===== config.mk =====
export PLATFORM = sky130hd
export DESIGN_NAME = con_ff_unit
export DESIGN_NICKNAME = d
export VERILOG_FILES = /design/src/rtl/con_pkg.sv /design/src/rtl/con_eval.sv /design/src/rtl/con_ff_unit.sv
export SDC_FILE = /design/constraint.sdc
export NUM_CORES = 1
export LEC_CHECK = 0
export CAP_MARGIN = 20
export CELL_PAD_IN_SITES_DETAIL_PLACEMENT = 1
export CELL_PAD_IN_SITES_GLOBAL_PLACEMENT = 1
export CORE_MARGIN = 5
export CORE_UTILIZATION = 12
export CTS_CLUSTER_SIZE = 40
export DETAILED_ROUTE_END_ITERATION = 10
export HOLD_SLACK_MARGIN = 0.08
export PLACE_DENSITY_LB_ADDON = 0.3
export SLEW_MARGIN = 20
export SYNTH_ARGS = -nofsm -noshare
export SYNTH_HDL_FRONTEND = slang
export SYNTH_SLANG_ARGS = --single-unit

===== constraint.sdc =====
create_clock -name clock -period 1.1 [get_ports clock]
set_input_delay 0.22 -clock clock [delete_from_list [all_inputs] [get_ports clock]]
set_output_delay 0.22 -clock clock [all_outputs]
set_load 0.05 [all_outputs]

===== src/rtl/con_pkg.sv =====
// con_pkg: condition codes, FSM states and C2 field width for the branch-condition unit
package con_pkg;
  localparam int C2_W = 4;
  localparam logic [C2_W-1:0] COND_ZERO    = 4'd0;
  localparam logic [C2_W-1:0] COND_NONZERO = 4'd1;
  localparam logic [C2_W-1:0] COND_GE      = 4'd2;
  localparam logic [C2_W-1:0] COND_LT      = 4'd3;
  localparam logic [C2_W-1:0] COND_GT      = 4'd4;
  localparam logic [C2_W-1:0] COND_LE      = 4'd5;
  localparam logic [C2_W-1:0] COND_ALWAYS  = 4'd6;
  localparam logic [C2_W-1:0] COND_NEVER   = 4'd7;
  typedef enum logic [1:0] {IDLE, ARMED, DONE} state_t;
endpackage


===== src/rtl/con_eval.sv =====
// con_eval: combinational evaluation of a 4-bit condition code against a signed operand
module con_eval
  import con_pkg::*;
#(
  parameter int DATA_W = 32
) (
  input  logic [C2_W-1:0]   c2,
  input  logic [DATA_W-1:0] operand,
  output logic              taken,
  output logic              illegal
);
  logic zero, neg;
  assign zero = ~|operand;
  assign neg = operand[DATA_W-1];
  assign illegal = c2[C2_W-1];
  always_comb begin
    taken = 1'b0;
    case (c2)
      COND_ZERO:    taken = zero;
      COND_NONZERO: taken = ~zero;
      COND_GE:      taken = ~neg;
      COND_LT:      taken = neg;
      COND_GT:      taken = ~neg & ~zero;
      COND_LE:      taken = neg | zero;
      COND_ALWAYS:  taken = 1'b1;
      COND_NEVER:   taken = 1'b0;
      default:      taken = 1'b0;
    endcase
  end
endmodule


===== src/rtl/con_ff_unit.sv =====
// con_ff_unit: latches C2 from IR and registers the branch decision on ConIn.
// Optional taken counter enabled by macro CON_HISTORY_EN.
module con_ff_unit
  import con_pkg::*;
#(
  parameter int DATA_W = 32,
  parameter int C2_LO  = 19
) (
  input  logic              clock,
  input  logic              clear,
  input  logic              ir_load,
  input  logic [31:0]       IR,
  input  logic              ConIn,
  input  logic [DATA_W-1:0] BusMuxOut,
  output logic              Con,
  output logic              con_valid,
  output logic              illegal
`ifdef CON_HISTORY_EN
  ,
  output logic [15:0]       taken_count
`endif
);
  state_t state, state_n;
  logic [C2_W-1:0] c2_q;
  logic taken, bad, eval;
  logic unused_ir;
  assign unused_ir = ^IR;
  con_eval #(.DATA_W(DATA_W)) u_eval (
    .c2(c2_q),
    .operand(BusMuxOut),
    .taken(taken),
    .illegal(bad)
  );
  // ir_load has priority; ConIn only counts once a condition has been latched
  assign eval = ConIn & ~ir_load & (state != IDLE);
  always_comb begin
    state_n = ir_load ? ARMED : eval ? DONE : state;
  end
  always_ff @(posedge clock) begin
    if (clear) begin
      state     <= IDLE;
      c2_q      <= '0;
      Con       <= 1'b0;
      con_valid <= 1'b0;
      illegal   <= 1'b0;
    end else begin
      state <= state_n;
      if (ir_load) begin
        c2_q      <= IR[C2_LO +: C2_W];
        con_valid <= 1'b0;
        illegal   <= 1'b0;
      end else if (eval) begin
        Con       <= taken;
        con_valid <= 1'b1;
        illegal   <= illegal | bad;
      end
    end
  end
`ifdef CON_HISTORY_EN
  always_ff @(posedge clock) begin
    if (clear) taken_count <= '0;
    else if (eval && taken && taken_count != 16'hFFFF) taken_count <= taken_count + 16'd1;
  end
`endif
endmodule


==> impl_metrics.ini, run 1 <==
[synth]
syn_inst = 53
ys.flop_type = dfxtp_1
postSynth.asyncResetShare_pct = 0
synth_top_area_share_pct = 34.78
synth_warnings = 0
ys_ff_latch = 8
yosysTopAreaCell = dfxtp_1
netlist_top_cells_count = 8 x dfxtp_1, 8 x nor4_1, 6 x nor2_1
avgSynthCellArea_um2 = 8.688
syn_area_um2 = 460.4
synth_seq_area_share_pct = 34.78
yosysUniqueCellTypes = 21
syn_nets = 121
synth_edf_count = 0
yosys-top-cells-area = dfxtp_1 35%, nor4_1 11%, mux2i_1 8.7%, nor2_1 4.9%, nor2b_1 4.1%

[clock_tree]
cts_sinks = 8
cts_tree = done
clock_latency_ps = 230
hold_buffers = 0
cts-htree-levels = 1
clkSlewWorstSetupHoldPaths_ps = 40
clk_root_buffer_cell = clkbuf_8
cts.path.max_buffers = 2
cts_inserted_buffers = 3

[die]
initial_utilization_pct = 12.48
die_h_um = 71.95
die_area_um2 = 5176
io_pins = 71
num_rows = 22
core-area_um2 = 3689
die_x_um = 71.95

[global_route]
grt_overflow = 0
antenna_found_initial = 0
grt_pass1_vias = 718
grt_max_degree = 9
grt_usage_pct = 8.187
grt_pass1_wl_um = 3256

[power_and_ir_drop]
ir_drop_mv = 0.3942
clkPwrFrac_pct = 41.7
p_switching_uw = 222.5
pwr-share-comb_pct = 23.7
finalPower_uw = 914.3
leakagePower_uw = 0.0004615
pwr_density_cell_nw_per_um2 = 848.7
sw_frac_of_total_pct = 24.34
seq_power_share_pct = 34.6
internal-power_uw = 691.7

[placed_design]
post-place-ws_ps = -625.2
dp_hpwl_um = 1703
io_buffer_count = 42
routabilityCongestion = 0.7678

[critical_path]
reg2reg_slack_ps = -110
r2r-end = Con
worstSetupPathType = reg -> reg
path_max_fanout = 5
worstPathArrival_ps = 1360
startpoint_type = flop
r2r-start = c2_q[2]
crit_path_end_kind = flop
cp.required_ps = 1250
r2r_cells = 4

[detailed_routing]
viasPerCell = 4.171
drtPass1Iterations = 2
wl_um = 2046
ant_nets = 0
drc = 0
drtIter0Drc = 1
wire_per_inst_um = 13.46
vias = 634

[min_path]
hold_depth = 3
hp-class = in -> reg
min_to = state[1]
min_from = ConIn

[finish]
seq_area_um2 = 171.4
drive_gt1_share_pct = 25.96
syn2layout_area_growth_pct = 134.0
antennaDiodeCount = 0
nNetsFinal = 173
nFillCells = 452
multi_input_area_um2 = 321.6

[sta]
postLayoutSetupSlackWorst_ps = -112.1
finClkSkew_ps = 3.983
hold_ws_ps = 322.8
fin_crit_ps = 1212
fmax_mhz = 825.0
hold_viol_final = 0
slew_headroom_pct = 83.36
finalCritPeriodShare_pct = 110.2
rsz0062_at_grt = yes
slew_violations = 0
worstMarginPinSlew_ps = 247.5
setup_viol = 1

[outcome]
status = finished, violations left
violations = negative setup slack

[job]
maxCapViolations = 0
-- final cells by class --
type / instances / share of cell area (%)
Clock buffer: 4 / 4.181
Tap cell: 48 / 5.575
Sequential cell: 8 / 15.91
Timing Repair Buffer: 49 / 43.79
Inverter: 2 / 0.6969
Multi-Input combinational cell: 41 / 29.85
-- cell families after synthesis --
| kind of cell | after synthesis | share of synthesized area (%) |
|---|---|---|
| and+or+nand+nor | 28 | 36.68 |
| buffers and inverters | 4 | 4.891 |
| DFF | 8 | 34.78 |
| muxes | 4 | 8.696 |
| AOI/OAI and AO/OA | 9 | 14.94 |
-- worst max-delay path by stage --
| stage | slack [ps] | depth (start not counted) | start | to |
|---|---|---|---|---|
| detailed placement | -630 | 5 | BusMuxOut[2] | Con |
| finish | -110 | 4 | c2_q[2] | Con |
| global route | -170 | 4 | c2_q[2] | Con |
| global placement | -590 | 5 | BusMuxOut[31] | Con |
| CTS | -110 | 4 | c2_q[2] | Con |
| floorplan | 4 | 4 | c2_q[0] | Con |
-- cells in the final DEF (no fill, tap or decap), types with 3 or more instances in the layout --
| cell type | count |
|---|---|
| nor4_2 | 4 |
| clkdlybuf4s50_1 | 5 |
| buf_12 | 3 |
| nor2_1 | 6 |
| mux2i_1 | 4 |
| dlygate4sd2_1 | 29 |
| buf_4 | 7 |
| nor4_1 | 4 |
| clkdlybuf4s15_1 | 3 |
| dfxtp_4 | 3 |
| clkbuf_8 | 3 |
| a21oi_1 | 3 |
| dfxtp_1 | 5 |
-- sequential cells by signal (all words and copies together) (netlist names) --
register	cells
c2_q	4
Con	1
state	2
illegal	1
-- routing by layer --
metal | track usage, % | part of all wire (%) | vias up | wire length [um]
li1 | - | - | 303 | -
met1 | 8.659 | 40 | 288 | 814
met2 | 13.88 | 46 | 39 | 934
met3 | 4.155 | 13 | 4 | 266
met4 | 3.132 | 1.5 | 0 | 31
met5 | 0 | 0 | - | 0
-- critical path, stage by stage, from the launching register on --
cell and delay [ps]:
dfxtp_4 360, and3b_2 220, nor3_2 90, and4b_1 220, o32ai_2 240
-- power by group through the flow --
| stage | combinational (uW) | clock (uW) | sequential [uW] |
|---|---|---|---|
| floorplan | 65.1 | 0 | 326 |
| global placement | 237 | 0 | 322 |
| detailed placement | 244 | 0 | 324 |
| CTS | 218 | 395 | 316 |
| global route | 237 | 416 | 318 |
| finish | 217 | 381 | 316 |
-- metrics by stage --
stage               TNS (ps)  utilization (%)  cell area, um2  instances
CTS                   -112.4            28.70            1059        151
global route          -166.3            29.21            1077        152
detailed placement     -1637            27.34            1008        146
finish                -112.1            29.21            1077        152
floorplan                  0                -           475.5         53
global placement       -1427            27.34            1008        146
-- repair_timing --
item                       4_1_cts  5_1_grt
resized for setup               45        3
pin swaps                       15        3
hold endpoints to repair         0        0
setup endpoints to repair        2        2
setup buffers                    1        1
(Power assumes the default switching activity.)
==> run 2: changes to the inputs <==
--- a/config.mk
+++ b/config.mk
@@ -9,11 +9,12 @@
 export CELL_PAD_IN_SITES_DETAIL_PLACEMENT = 1
 export CELL_PAD_IN_SITES_GLOBAL_PLACEMENT = 1
 export CORE_MARGIN = 5
-export CORE_UTILIZATION = 12
+export CORE_UTILIZATION = 13
 export CTS_CLUSTER_SIZE = 40
 export DETAILED_ROUTE_END_ITERATION = 10
 export HOLD_SLACK_MARGIN = 0.08
 export PLACE_DENSITY_LB_ADDON = 0.3
+export SKIP_CTS_REPAIR_TIMING = 1
 export SLEW_MARGIN = 20
 export SYNTH_ARGS = -nofsm -noshare
 export SYNTH_HDL_FRONTEND = slang
==> constraint.sdc (replaced) <==
create_clock -name clock -period 1.28 [get_ports clock]
set_input_delay 0.256 -clock clock [delete_from_list [all_inputs] [get_ports clock]]
set_output_delay 0.256 -clock clock [all_outputs]
set_load 0.05 [all_outputs]
==> impl_metrics.ini, run 2 (synthesis gave the netlist of run 1 again) <==
[critical_path]
cp.required_ps = 1410
crit_path_end_kind = flop
startpoint_type = input port
endpoint = Con
reg2reg_slack_ps = 60
worstSetupPathType = in -> reg
r2r-start = c2_q[1]
cp-startpoint = BusMuxOut[14]
r2r-end = Con
worstPathArrival_ps = 1400
r2r_cells = 4
path_max_fanout = 2

[placed_design]
dp_hpwl_um = 1590
io_buffer_count = 42
dp.cells = 142
routabilityCongestion = 0.7780

[clock_tree]
cts_sinks = 8
clk_root_buffer_cell = clkbuf_4
cts_inserted_buffers = 3
cts.path.max_buffers = 2
clock_latency_ps = 240
cts-htree-levels = 1
clkSlewWorstSetupHoldPaths_ps = 50
cts_tree = done

[die]
die_area_um2 = 4832
die_x_um = 69.52
initial_utilization_pct = 13.58
die_h_um = 69.52
core-area_um2 = 3390
io_pins = 71
num_rows = 21

[detailed_routing]
wl_um = 2019
vias = 612
viasPerCell = 4.163
wire_per_inst_um = 13.73
drtPass1Iterations = 4
drc = 0
drtIter0Drc = 3
ant_nets = 0

[global_route]
grt_usage_pct = 7.630
antenna_found_initial = 0
grt_pass1_vias = 685
grt_pass1_wl_um = 3049
grt_max_degree = 9
grt_overflow = 0

[power_and_ir_drop]
clkPwrFrac_pct = 28.0
leakagePower_uw = 0.0006492
pwr_density_cell_nw_per_um2 = 577.7
sw_frac_of_total_pct = 24.24
internal-power_uw = 504.9
seq_power_share_pct = 41.0
p_switching_uw = 161.5
ir_drop_mv = 0.2833
pwr-share-comb_pct = 31.0

[sta]
finClkSkew_ps = 0.9118
finalCritPeriodShare_pct = 99.40
setup_viol = 0
hold_ws_ps = 528.4
worstMarginPinSlew_ps = 262.3
fin_crit_ps = 1272
hold_viol_final = 0
slew_violations = 0
fmax_mhz = 786.0
slew_headroom_pct = 82.37

[finish]
nNetsFinal = 171
largest_register = c2_q
mostFrequentLayoutCells = 29 x dlymetal6s2s_1, 10 x clkdlybuf4s50_1, 8 x nor4_2
largest_reg_flops = 4
layout_commonest_cell = dlymetal6s2s_1
syn2layout_area_growth_pct = 150.5
seq_area_um2 = 166.4
layout.cells.non_filler = 147
antennaDiodeCount = 0
nFillCells = 387
reg.largest.list = c2_q (4), state (2)
multi_input_area_um2 = 339.1
drive_gt1_share_pct = 26.73

[outcome]
status = completed

[min_path]
hp-class = reg -> reg

[job]
maxCapViolations = 0
==> run 2: cell count changes in the layout (fill, tap and decap cells not counted), sizes merged <==
cell           change
dlygate4sd2       -29
dlymetal6s2s      +27
clkdlybuf4s50      +5
clkdlybuf4s15      -3
buf                -2
clkbuf             -1
==> run 2: how the worst min path moves through the flow <==
stage	from	end	slack [ps]	cells after the start
4_1_cts	state[0]	state[1]	530	2
3_3_place_gp	state[0]	state[0]	500	2
6_report	state[0]	state[1]	530	2
2_1_floorplan	IR[19]	c2_q[0]	400	2
5_1_grt	state[1]	state[1]	570	2
3_5_place_dp	state[0]	state[1]	530	2
==> run 2: metal layers <==
layer	share of wire [%]	vias to the layer above	track usage [%]
li1	-	302	-
met1	41	269	8.816
met2	48	39	12.71
met3	10	2	3.478
met4	0.94	0	1.952
met5	0	-	0
==> run 2: cell type report <==
cell class                      count  share of cell area [%]
Multi-Input combinational cell     41                   29.39
Tap cell                           46                   4.989
Timing Repair Buffer               47                   48.59
Sequential cell                     8                   14.43
Inverter                            2                  0.6508
Clock buffer                        3                   1.952
==> run 2: critical path, stage by stage <==
cell	delay [ps]
clkdlybuf4s50_1	420
nor4_2	150
and4_1	270
and4b_1	230
o32ai_2	80
==> run 2: stage by stage <==
| step | total power, uW | utilization [%] | worst slack [ps] | instance area, um2 | setup TNS [ps] |
|---|---|---|---|---|---|
| floorplan | 333.7 | - | 47.07 | 461.7 | 0 |
| global placement | 474.6 | 28.83 | -378.7 | 977.2 | -581.9 |
| detailed placement | 478.7 | 28.83 | -395.5 | 977.2 | -621.4 |
| CTS | 671.9 | 29.49 | -136.0 | 999.7 | -136.0 |
| global route | 717.8 | 34.03 | -42.26 | 1154 | -42.26 |
| finish | 666.4 | 34.03 | 7.675 | 1154 | 0 |
==> run 2: power groups by stage <==
stage,Sequential (uW),Combinational [uW],Clock (uW)
4_1_cts,275,198,198
3_3_place_gp,280,195,0
6_report,274,206,187
3_5_place_dp,281,198,0
2_1_floorplan,281,52.6,0
5_1_grt,276,223,219
==> run 3: changes to the inputs <==
--- a/config.mk
+++ b/config.mk
@@ -18,4 +18,5 @@
 export SLEW_MARGIN = 20
 export SYNTH_ARGS = -nofsm -noshare
 export SYNTH_HDL_FRONTEND = slang
+export SYNTH_HIERARCHICAL = 1
 export SYNTH_SLANG_ARGS = --single-unit
==> impl_metrics.ini, run 3 <==
[outcome]
status = finished, violations left
violations = negative setup slack

[die]
num_rows = 21
core-area_um2 = 3416
die_x_um = 70.00
die_area_um2 = 4899
initial_utilization_pct = 13.70
die_h_um = 70.00
io_pins = 71

[placed_design]
io_buffer_count = 42
routabilityCongestion = 0.7019
post-place-ws_ps = -666.4
dp_hpwl_um = 1667

[sta]
rsz0062_at_grt = yes
finClkSkew_ps = 2.595
worstMarginPinSlew_ps = 281.9
fmax_mhz = 622.5
setup_viol = 1
slew_violations = 0
hold_viol_final = 0
fin_crit_ps = 1606
postLayoutSetupSlackWorst_ps = -326.3
slew_headroom_pct = 81.04
hold_ws_ps = 495.2
finalCritPeriodShare_pct = 125.5

[synth]
yosysTopAreaCell = dfxtp_1
syn_area_um2 = 467.9
synthAdderAreaFrac_pct = 2.139
yosys-top-cells-area = dfxtp_1 34%, mux2i_1 11%, nor4_1 11%, nor2_1 6.4%, nand2b_2 3.7%
synth_xor_area_share_pct = 0
synth_warnings = 6
synth_seq_area_share_pct = 34.22
synth_top_family_by_area = simple AND/OR/NAND/NOR gates
ys.flop_type = dfxtp_1
synth-simple-area-share_pct = 35.83
ys_ff_latch = 8
yosysUniqueCellTypes = 24
synth_edf_count = 0
synth_compound_area_share_pct = 11.50
syn_nets = 120
synth_top_area_share_pct = 34.22
netlist_top_cells_count = 8 x dfxtp_1, 8 x nor2_1, 8 x nor4_1
postSynth.asyncResetShare_pct = 0
syn_inst = 52
avgSynthCellArea_um2 = 8.999
synth_mux_area_share_pct = 10.70

[detailed_routing]
vias = 595
drc = 0
wl_um = 1817
viasPerCell = 3.967
drtIter0Drc = 5
ant_nets = 0
drtPass1Iterations = 3
wire_per_inst_um = 12.11

[min_path]
hp-class = reg -> reg
hold_depth = 2

[global_route]
grt_pass1_vias = 717
grt_pass1_wl_um = 2994
grt_overflow = 0
antenna_found_initial = 0
grt_max_degree = 8
grt_usage_pct = 7.483

[finish]
reg.largest.list = c2_q (4), state (2)
nFillCells = 417
seq_area_um2 = 162.7
multi_input_area_um2 = 321.6
layout_commonest_cell = clkdlybuf4s50_1
mostFrequentLayoutCells = 37 x clkdlybuf4s50_1, 9 x buf_4, 8 x nor2_1
largest_register = c2_q
drive_gt1_share_pct = 25.96
antennaDiodeCount = 0
nNetsFinal = 174
syn2layout_area_growth_pct = 134.0
largest_reg_flops = 4

[clock_tree]
cts-htree-levels = 1
clk_root_buffer_cell = clkbuf_4
cts_tree = done
cts.path.max_buffers = 2
clock_latency_ps = 250
cts_sinks = 8
cts_inserted_buffers = 3
clkSlewWorstSetupHoldPaths_ps = 50

[power_and_ir_drop]
sw_frac_of_total_pct = 22.72
p_switching_uw = 154.5
ir_drop_mv = 0.5184
pwr_density_cell_nw_per_um2 = 621.1
leakagePower_uw = 0.0004302
internal-power_uw = 525.6
seq_power_share_pct = 39.7
pwr-share-comb_pct = 32.7
clkPwrFrac_pct = 27.5

[critical_path]
cp.required_ps = 1460
worstSetupPathDepth = 6
path_delay_family = simple AND/OR/NAND/NOR gates
r2r_cells = 6
startpoint_type = flop
crit_path_end_kind = flop
worstPathArrival_ps = 1780
slowest_delay_ps = 400
critical_path_buf_inv_count = 0
crit_slowest_cell = or4_1
path_max_fanout = 4
worstSetupPathType = reg -> reg
crit_chain = and3b_1 > or4_1 > a211o_1 > o311ai_2 > nand2b_2 > mux2i_1

[job]
maxCapViolations = 0
## run 3: final timing paths
kind              startpoint        to  slack [ps]
hold reg to reg     state[0]  state[0]         500
setup / recovery     c2_q[2]       Con        -330
setup reg to reg     c2_q[2]       Con        -330
hold / removal      state[0]  state[0]         500
## run 3: final cells by class
| cell class | count | share of cell area, % |
|---|---|---|
| flip-flops and latches | 8 | 14.86 |
| clock buffers | 3 | 2.057 |
| inverters | 2 | 0.6857 |
| multi-input cells | 40 | 29.37 |
| well taps | 46 | 5.257 |
| repair buffers | 51 | 47.77 |
## run 3: stage by stage
step	setup TNS, ps	instance area (um2)	total power (uW)	util [%]	cells
2_1_floorplan	-197.0	485.5	337.6	-	52
3_3_place_gp	-686.4	1027	484.3	30.07	145
3_5_place_dp	-797.4	1027	490.9	30.07	145
4_1_cts	-414.7	1050	687.1	30.73	148
5_1_grt	-402.6	1095	731.6	32.05	150
6_report	-326.3	1095	680.0	32.05	150
## run 3: routing by layer
metal	wire length [um]	vias up	global-route usage, %
met3	57	0	3.300
met1	722	283	7.771
met5	0	-	0
li1	-	301	-
met4	0	0	0.6383
met2	1037	11	14.27
## run 3: cell families after synthesis
logic type,Yosys count
compound gates,7
mux,5
buf+inv,4
simple gates,27
flops,8
fa+ha+maj,1
## run 3: worst register-to-register path, cell delays in order (launching register included)
cell,delay (ps)
dfxtp_2,350
and3b_1,190
or4_1,400
a211o_1,320
o311ai_2,90
nand2b_2,70
mux2i_1,120
## run 3: power groups by stage
stage / Sequential, uW / Clock, uW / Combinational [uW]
final: 270 / 187 / 223
after global routing: 272 / 221 / 239
after CTS: 270 / 201 / 216
after detailed placement: 276 / 0 / 215
after global placement: 275 / 0 / 209
after floorplan: 279 / 0 / 58.9
